==> src/rtl/branch_update_unit.sv <==
// In-order branch tracking queue: records predictions, detects mispredicts, squashes
// younger entries, and trains the predictor at commit. Optional stats: NEBULA_BUQ_STATS_EN.
package branch_update_pkg;
   localparam int BP_VADDR_WIDTH = 39;

   typedef struct packed {
      logic [BP_VADDR_WIDTH-1:0] pc;
      logic                      taken;
      logic [BP_VADDR_WIDTH-1:0] target;
      logic                      mispredicted;
      logic                      is_call;
      logic                      is_ret;
   } bp_update_t;
endpackage

// state       | meaning
// ST_EMPTY    | slot free
// ST_PENDING  | allocated, waiting for execute to resolve
// ST_RESOLVED | outcome known, waiting for commit
module branch_update_unit
   import branch_update_pkg::*;
#(
   parameter int VADDR_WIDTH = BP_VADDR_WIDTH,
   parameter int QDEPTH      = 8,
   parameter int TAG_W       = $clog2(QDEPTH)
) (
   input  logic                   clk,
   input  logic                   rst_n,
   input  logic                   flush,
   input  logic                   alloc_valid,
   output logic                   alloc_ready,
   output logic [TAG_W-1:0]       alloc_tag,
   input  logic [VADDR_WIDTH-1:0] alloc_pc,
   input  logic                   alloc_pred_taken,
   input  logic [VADDR_WIDTH-1:0] alloc_pred_target,
   input  logic                   alloc_is_call,
   input  logic                   alloc_is_ret,
   input  logic                   resolve_valid,
   input  logic [TAG_W-1:0]       resolve_tag,
   input  logic                   resolve_taken,
   input  logic [VADDR_WIDTH-1:0] resolve_target,
   input  logic                   commit_valid,
   output logic                   commit_ready,
   output logic                   redirect_valid,
   output logic [VADDR_WIDTH-1:0] redirect_pc,
   output logic                   update_valid,
   output bp_update_t             update
`ifdef NEBULA_BUQ_STATS_EN
   ,
   output logic [31:0]            stat_branches,
   output logic [31:0]            stat_mispredicts
`endif
);

   typedef enum logic [1:0] {ST_EMPTY, ST_PENDING, ST_RESOLVED} ent_state_t;

   ent_state_t             st_q [QDEPTH];
   ent_state_t             st_d [QDEPTH];
   logic [VADDR_WIDTH-1:0] pc_q [QDEPTH];
   logic [VADDR_WIDTH-1:0] pred_target_q [QDEPTH];
   logic [VADDR_WIDTH-1:0] act_target_q [QDEPTH];
   logic                   pred_taken_q [QDEPTH];
   logic                   act_taken_q [QDEPTH];
   logic                   mispred_q [QDEPTH];
   logic                   is_call_q [QDEPTH];
   logic                   is_ret_q [QDEPTH];

   logic [TAG_W:0]   head_q, tail_q, head_d, tail_d, squash_tail;
   logic [TAG_W-1:0] head_idx, tail_idx, res_off, off;
   logic             full, commit_fire, resolve_hit, mispredict, alloc_fire;

   assign head_idx = head_q[TAG_W-1:0];
   assign tail_idx = tail_q[TAG_W-1:0];

   always_comb begin
      full         = (head_idx == tail_idx) && (head_q[TAG_W] != tail_q[TAG_W]);
      alloc_ready  = !full;
      alloc_tag    = tail_idx;
      commit_ready = (st_q[head_idx] == ST_RESOLVED);
      commit_fire  = commit_valid && commit_ready && !flush;
      resolve_hit  = resolve_valid && (st_q[resolve_tag] == ST_PENDING) && !flush;
      mispredict   = resolve_hit &&
                     ((resolve_taken != pred_taken_q[resolve_tag]) ||
                      (resolve_taken && (resolve_target != pred_target_q[resolve_tag])));
      alloc_fire   = alloc_valid && !full && !flush && !mispredict;
      // age of the resolving entry relative to head rebuilds the wrap bit of the new tail
      res_off      = resolve_tag - head_idx;
      squash_tail  = head_q + {1'b0, res_off} + (TAG_W+1)'(1);
   end

   always_comb begin
      off = '0;
      for (int i = 0; i < QDEPTH; i++) begin
         st_d[i] = st_q[i];
         off     = TAG_W'(i) - head_idx;
         if (flush) begin
            st_d[i] = ST_EMPTY;
         end else begin
            if (alloc_fire && (TAG_W'(i) == tail_idx))    st_d[i] = ST_PENDING;
            if (resolve_hit && (TAG_W'(i) == resolve_tag)) st_d[i] = ST_RESOLVED;
            if (commit_fire && (TAG_W'(i) == head_idx))   st_d[i] = ST_EMPTY;
            if (mispredict && (off > res_off))            st_d[i] = ST_EMPTY;
         end
      end
      head_d = head_q;
      tail_d = tail_q;
      if (flush) begin
         tail_d = head_q;
      end else begin
         if (commit_fire) head_d = head_q + (TAG_W+1)'(1);
         if (mispredict)      tail_d = squash_tail;
         else if (alloc_fire) tail_d = tail_q + (TAG_W+1)'(1);
      end
   end

   always_ff @(posedge clk or negedge rst_n) begin
      if (!rst_n) begin
         head_q <= '0;
         tail_q <= '0;
         for (int i = 0; i < QDEPTH; i++) begin
            st_q[i]          <= ST_EMPTY;
            pc_q[i]          <= '0;
            pred_target_q[i] <= '0;
            act_target_q[i]  <= '0;
            pred_taken_q[i]  <= 1'b0;
            act_taken_q[i]   <= 1'b0;
            mispred_q[i]     <= 1'b0;
            is_call_q[i]     <= 1'b0;
            is_ret_q[i]      <= 1'b0;
         end
      end else begin
         head_q <= head_d;
         tail_q <= tail_d;
         for (int i = 0; i < QDEPTH; i++) st_q[i] <= st_d[i];
         if (alloc_fire) begin
            pc_q[tail_idx]          <= alloc_pc;
            pred_taken_q[tail_idx]  <= alloc_pred_taken;
            pred_target_q[tail_idx] <= alloc_pred_target;
            is_call_q[tail_idx]     <= alloc_is_call;
            is_ret_q[tail_idx]      <= alloc_is_ret;
         end
         if (resolve_hit) begin
            act_taken_q[resolve_tag]  <= resolve_taken;
            act_target_q[resolve_tag] <= resolve_target;
            mispred_q[resolve_tag]    <= mispredict;
         end
      end
   end

   always_ff @(posedge clk or negedge rst_n) begin
      if (!rst_n) begin
         redirect_valid <= 1'b0;
         redirect_pc    <= '0;
         update_valid   <= 1'b0;
         update         <= '0;
      end else begin
         redirect_valid <= mispredict;
         update_valid   <= commit_fire;
         if (mispredict)
            redirect_pc <= resolve_taken ? resolve_target
                                         : pc_q[resolve_tag] + VADDR_WIDTH'(4);
         if (commit_fire) begin
            update.pc           <= pc_q[head_idx];
            update.taken        <= act_taken_q[head_idx];
            update.target       <= act_target_q[head_idx];
            update.mispredicted <= mispred_q[head_idx];
            update.is_call      <= is_call_q[head_idx];
            update.is_ret       <= is_ret_q[head_idx];
         end
      end
   end

`ifdef NEBULA_BUQ_STATS_EN
   always_ff @(posedge clk or negedge rst_n) begin
      if (!rst_n) begin
         stat_branches    <= '0;
         stat_mispredicts <= '0;
      end else if (update_valid) begin
         if (stat_branches != 32'hFFFF_FFFF) stat_branches <= stat_branches + 32'd1;
         if (update.mispredicted && (stat_mispredicts != 32'hFFFF_FFFF))
            stat_mispredicts <= stat_mispredicts + 32'd1;
      end
   end
`endif

endmodule

==> config.mk <==
export PLATFORM = sky130hd
export DESIGN_NAME = branch_update_unit
export DESIGN_NICKNAME = d
export VERILOG_FILES = /design/src/rtl/branch_update_unit.sv
export SDC_FILE = /design/constraint.sdc
export NUM_CORES = 2
export LEC_CHECK = 0
export BUFFER_PORTS_ARGS = -buffer_cell sky130_fd_sc_hd__buf_2
export CAP_MARGIN = 10
export CORE_MARGIN = 2
export CORE_UTILIZATION = 25
export CTS_CLUSTER_SIZE = 40
export DETAILED_ROUTE_END_ITERATION = 6
export MAX_ROUTING_LAYER = met4
export SLEW_MARGIN = 20
export SYNTH_ARGS = -nofsm -noshare
export SYNTH_HDL_FRONTEND = slang
export SYNTH_SLANG_ARGS = --single-unit
==> constraint.sdc <==
create_clock -name clk -period 5.5 [get_ports clk]
set_input_delay 1.1 -clock clk [delete_from_list [all_inputs] [get_ports clk]]
set_output_delay 1.1 -clock clk [all_outputs]
set_load 0.01 [all_outputs]
# Word-level counts from Yosys, hierarchy flattened
# Index checks and enable logic that the tools add are counted.
# word_totals
regBits,1123
input_bits,130
output_inout_bits,128
# op_classes
add_sub_neg,14
magnitude_cmp,13
n_eq_ne,27
muxes,93
bitwise,4
reduce_logical,61
# ops
cell,count
312-bit bitwise mux,3
39-bit binary-select mux with 3-bit select,4
39-bit 2-to-1 mux,11
39-bit demux with 3-bit select,2
2-bit 2-to-1 mux,44
1-bit logical AND,44
8-bit bitwise mux,5
5-bit nonzero test,8
"39-bit by 3-bit adder with 39-bit output, second input constant",1
39-bit != test,1
"3-bit == test, first input constant",12
3-bit greater-than comparator,8
"2-bit by 3-bit == test with 1-bit output, first input constant",6
1-bit binary-select mux with 3-bit select,5
"4-bit by 1-bit adder with 4-bit output, second input constant",3
2-bit binary-select mux with 3-bit select,2
"4-bit greater-or-equal comparator, second input constant",3
1-bit 2-to-1 mux,12
4-bit 2-to-1 mux,3
3-bit inverter with 4-bit output,3
"3-bit subtractor, first input constant",4
"1-bit by 3-bit == test with 1-bit output, first input constant",3
3-bit logical NOT,3
"4-bit by 1-bit < comparator with 1-bit output, second input constant",2
other kinds (14),20

# Depth between registers and ports, before layout
# depth
depth_word,16
depth_mapped,17
mapped_depth_nobuf,13

# Worst setup path before layout
# OpenSTA, ideal clock, no wires.
# synth_path
path_type,input to register
from,input port resolve_tag[1]
to,register is_call_q[2] (netlist name)
setup_time_ns,0.125
arrival_time_ns,4.480
required_time_ns,5.375
setup_slack_ns,0.896
path_stages,13
n_path_buf,5
path_cell_list,buf_2 -> buf_2 -> buf_1 -> mux4_2 -> mux2i_1 -> xnor2_1 -> nor4_1 -> nand4_1 -> or4_1 -> buf_2 -> a21oi_2 -> buf_6 -> mux2_2
# synth_between
elab_chain_cells,10
elab_cells_between_ends,20
# synth_lines
element,line,source
"start, declared",39,"input logic [TAG_W-1:0] resolve_tag,"
3-bit inverter with 4-bit output (implied by the code) (*),"81, 83, 84",
39-bit binary-select mux with 3-bit select / 2-bit binary-select mux with 3-bit select (equally long branches),"84, 81",
39-bit 2-to-1 mux (implied by the code) / 2-bit 2-to-1 mux (equally long branches) (2 in a row),"84, 81",
39-bit != test / 2-bit by 1-bit == test with 1-bit output (equally long branches),"84, 81",
1-bit logical AND (on tied branches),"84, 81",
1-bit logical OR / 1-bit logical AND (equally long branches),"83, 81",
1-bit logical AND (*),82,mispredict = resolve_hit &&
1-bit logical NOT (*),85,alloc_fire = alloc_valid && !full && !flush && !mispredict;
1-bit logical AND (*),85,
"end signal, assigned by index",139,is_call_q[tail_idx] <= alloc_is_call;
"end, declared",65,logic is_call_q [QDEPTH];
# Mark *: on every way between the ends. The rest lies on a longest branch, timed or not. The select of a mux whose other input is x is not followed.
# A chain may end at the register's enable or synchronous reset.

# Worst setup path after layout
# layout_path
from,input port resolve_tag[2]
to,register pc_q[212] (netlist name)
# layout_between
elab_chain_cells,10
elab_cells_between_ends,20
# layout_lines
element,line,source
3-bit inverter with 4-bit output (implied by the code) (*),"81, 83, 84",
39-bit binary-select mux with 3-bit select / 2-bit binary-select mux with 3-bit select (equally long branches),"84, 81",
39-bit 2-to-1 mux (implied by the code) / 2-bit 2-to-1 mux (equally long branches) (2 in a row),"84, 81",
39-bit != test / 2-bit by 1-bit == test with 1-bit output (equally long branches),"84, 81",
1-bit logical AND (on tied branches),"84, 81",
1-bit logical OR / 1-bit logical AND (equally long branches),"83, 81",
1-bit logical AND (*),82,
1-bit logical NOT (*),85,
1-bit logical AND (*),85,
"end signal, assigned by index",136,pc_q[tail_idx] <= alloc_pc;
"end, declared",59,logic [VADDR_WIDTH-1:0] pc_q [QDEPTH];
# Marks and branches as above.

==> impl_metrics.tcl <==
set metrics [dict create \
    dr_total_vias 35041 \
    worst-r2r-setup-slack_ns 1.11 \
    timing.max_cap.violations 0 \
    crit_path_max_fanout 18 \
    synth.net_count 4096 \
    clk_path_buf_depth 3 \
    synth_top_cell_area_share_pct 51.5 \
    insertion_delay_ns 0.77 \
    worstReg2RegStart "pred_target_q[116]" \
    synthTopCellsByArea "dfrtp_1 (51%), mux2_2 (21%), mux4_2 (10%)" \
    finish.instance_area_um2 64100 \
    path_class "in -> reg" \
    synth_area_per_cell_um2 13.9 \
    clock-sinks 1123 \
    synth.cell_area_um2 54600 \
    grt_remaining_overflow 0 \
    initial_drt_pass_iterations 5 \
    die_width_um 471 \
    layout-drive-gt1-share_pct 45.5 \
    path_clk_slew_ns 0.06 \
    drtIter0Drc 2938 \
    fp.dieH_um 471 \
    lkg_pwr_nw 27.3 \
    core-area_um2 217000 \
    design.portCount 258 \
    worst_hold_slack_ns 0.408 \
    cellPowerDensity_nw_per_um2 525 \
    drc 0 \
    timing.slew.headroom_pct 16.8 \
    min_path_type "in -> async" \
    worst_ep_required_time_ns 6.10 \
    worstSetupStartpoint "resolve_tag[2]" \
    count_of_fill_cells_added_during_filler_insertion 21677 \
    dp_hpwl_um 121000 \
    tightestPinTransition_ns 1.24 \
    period_needed_ns 4.92 \
    synth-seq-area-share_pct 51.5 \
    async_flop_share_pct 100 \
    place_area_um2 59900 \
    synthFlopType "dfrtp_1" \
    numCtsBuffers 115 \
    drt-total-wl_um 180000 \
    drt-vias-per-instance 4.90 \
    antenna_found_initial 68 \
    outcome "finished, final reports clean" \
    synthesis.yosys.warnings 0 \
    nNetsFinal 4321 \
    timing.critical_path.from_type "input pin" \
    die_area_um2 222000 \
    clock-skew-final_ns 0.0626 \
    final_core_utilization_pct 29.5 \
    worstPathArrival_ns 5.52 \
    port_bufs 257 \
    synth_cells 3922 \
    htree_levels 3 \
    ir_drop_uv 327 \
    grt_pass1_vias 36124 \
    post_cts_resize_count 0 \
    count_of_flip_flops_with_a_built_in_enable_after_synthesis 0 \
    library_cell_occupying_the_most_area_in_the_post_synthesis_netlist "dfrtp_1" \
    number_of_storage_elements_in_the_synthesis_netlist 1123 \
    cts_hold_repair.buffers 0 \
    row_count 171 \
    most_frequent_cells_in_the_layout "dfrtp_1 (1120), mux2_2 (1020), nand2_1 (254)" \
    drt.antenna.violating_nets 0 \
    start_util_pct 25.1 \
    finalCritPeriodShare_pct 89.4 \
    yosys.cell_types.count 75 \
    layout-area-overhead-vs-synth_pct 17.4 \
    critPathCaptureType "register" \
    final-max-slew-violation-count 0 \
    postCtsSetupBuffers 0 \
    pin_count_of_the_biggest_net_entering_global_routing 147 \
    ctsRootBufferMaster "clkbuf_16" \
    wl_per_cell_um 25.2 \
    total_power_w 0.0337 \
    mostFrequentLayoutCell "dfrtp_1" \
    final_hold_viol_count 0 \
    tritoncts_clock_tree "yes" \
    setup_viol 0 \
    fmaxAchievable_mhz 203 \
    first_pass_grt_wire_length_um 262000 \
    gp_routability_congestion 0.900 \
    rsz0062_at_grt "no" \
    groute.usage.overall_pct 16.4 \
]
[sequential cells by signal, indices dropped and copies added (netlist names)]
name            count
act_target_q      312
pc_q              312
pred_target_q     312
update             82
redirect_pc        39
st_q               16
act_taken_q         8
is_call_q           8
is_ret_q            8
mispred_q           8
pred_taken_q        8
head_q              4
tail_q              4
redirect_valid      1
update_valid        1
[kinds of logic after synthesis]
logic type	share of synthesized area, %
adders and majority gates	1.02
muxes	33.3
AOI/OAI and AO/OA	4.91
xor gates and xnor gates	1.15
DFF	51.5
buffers and inverters	3.49
and+or+nand+nor	4.69
[critical path, stage by stage]
cell	delay (ns)
buf_4	0.29
nand2_1	0.58
o22ai_1	0.34
or3_1	0.16
nand4_1	0.14
a2111oi_0	0.71
nand4_1	0.25
or4_1	0.67
buf_12	0.22
a21oi_4	0.32
buf_4	0.31
mux2_2	0.37
[final cells by class]
class	instances	area [um^2]	area share, %
Multi-Input combinational cell	2442	24700	38.6
Clock inverter	50	754	1.18
Sequential cell	1123	28100	43.9
Clock buffer	163	3350	5.22
Tap cell	2854	3570	5.57
Antenna cell	49	123	0.191
Timing Repair Buffer	430	3330	5.19
Inverter	35	134	0.209
[Yosys cell counts (all sizes together), types with 15 or more instances]
master and instances:
dfrtp 1123, mux2 1050, nand2 255, mux4 248, buf 181, clkbuf 141
nor2 130, a31oi 92, o21ai 79, mux2i 76, xnor2 58, a21oi 52
ha 43, inv 34, nand3 31, a221oi 27, a22oi 21, and3 21
and2 18, a22o 15, nand4 15, o22ai 15
[where the power goes]
group	internal, W	leakage [nW]	switching (W)
logic	0.00605	11.1	0.00546
registers	0.0114	14.2	0.00224
clock network	0.00496	2.02	0.00351
[per-layer routing]
layer | up-vias | part of all wire, % | GRT usage, %
met2 | 1029 | 46 | 24.7
met3 | 308 | 7.5 | 4.47
li1 | 15014 | - | -
met4 | 0 | 5.2 | 8.28
met1 | 18690 | 42 | 20.1
met5 | - | 0 | -
[stage by stage]
step	setup slack, ns	setup TNS, ns	instances
after CTS	0.672	0	7097
after global routing	0.540	0	7139
after detailed placement	-0.0859	-25.53	6884
after floorplan	0.896	0	3922
final	0.582	0	7146
after global placement	-0.0647	-15.75	6884
[final timing paths]
check	to	cells past startpoint
hold / removal	pc_q[96]	1
max in group asynchronous	pred_target_q[20]	2
min in group clk	pred_target_q[51]	1
hold reg to reg	pred_target_q[51]	1
setup reg to reg	pc_q[212]	11
setup / recovery	pc_q[212]	12
(Power assumes the default switching activity.)
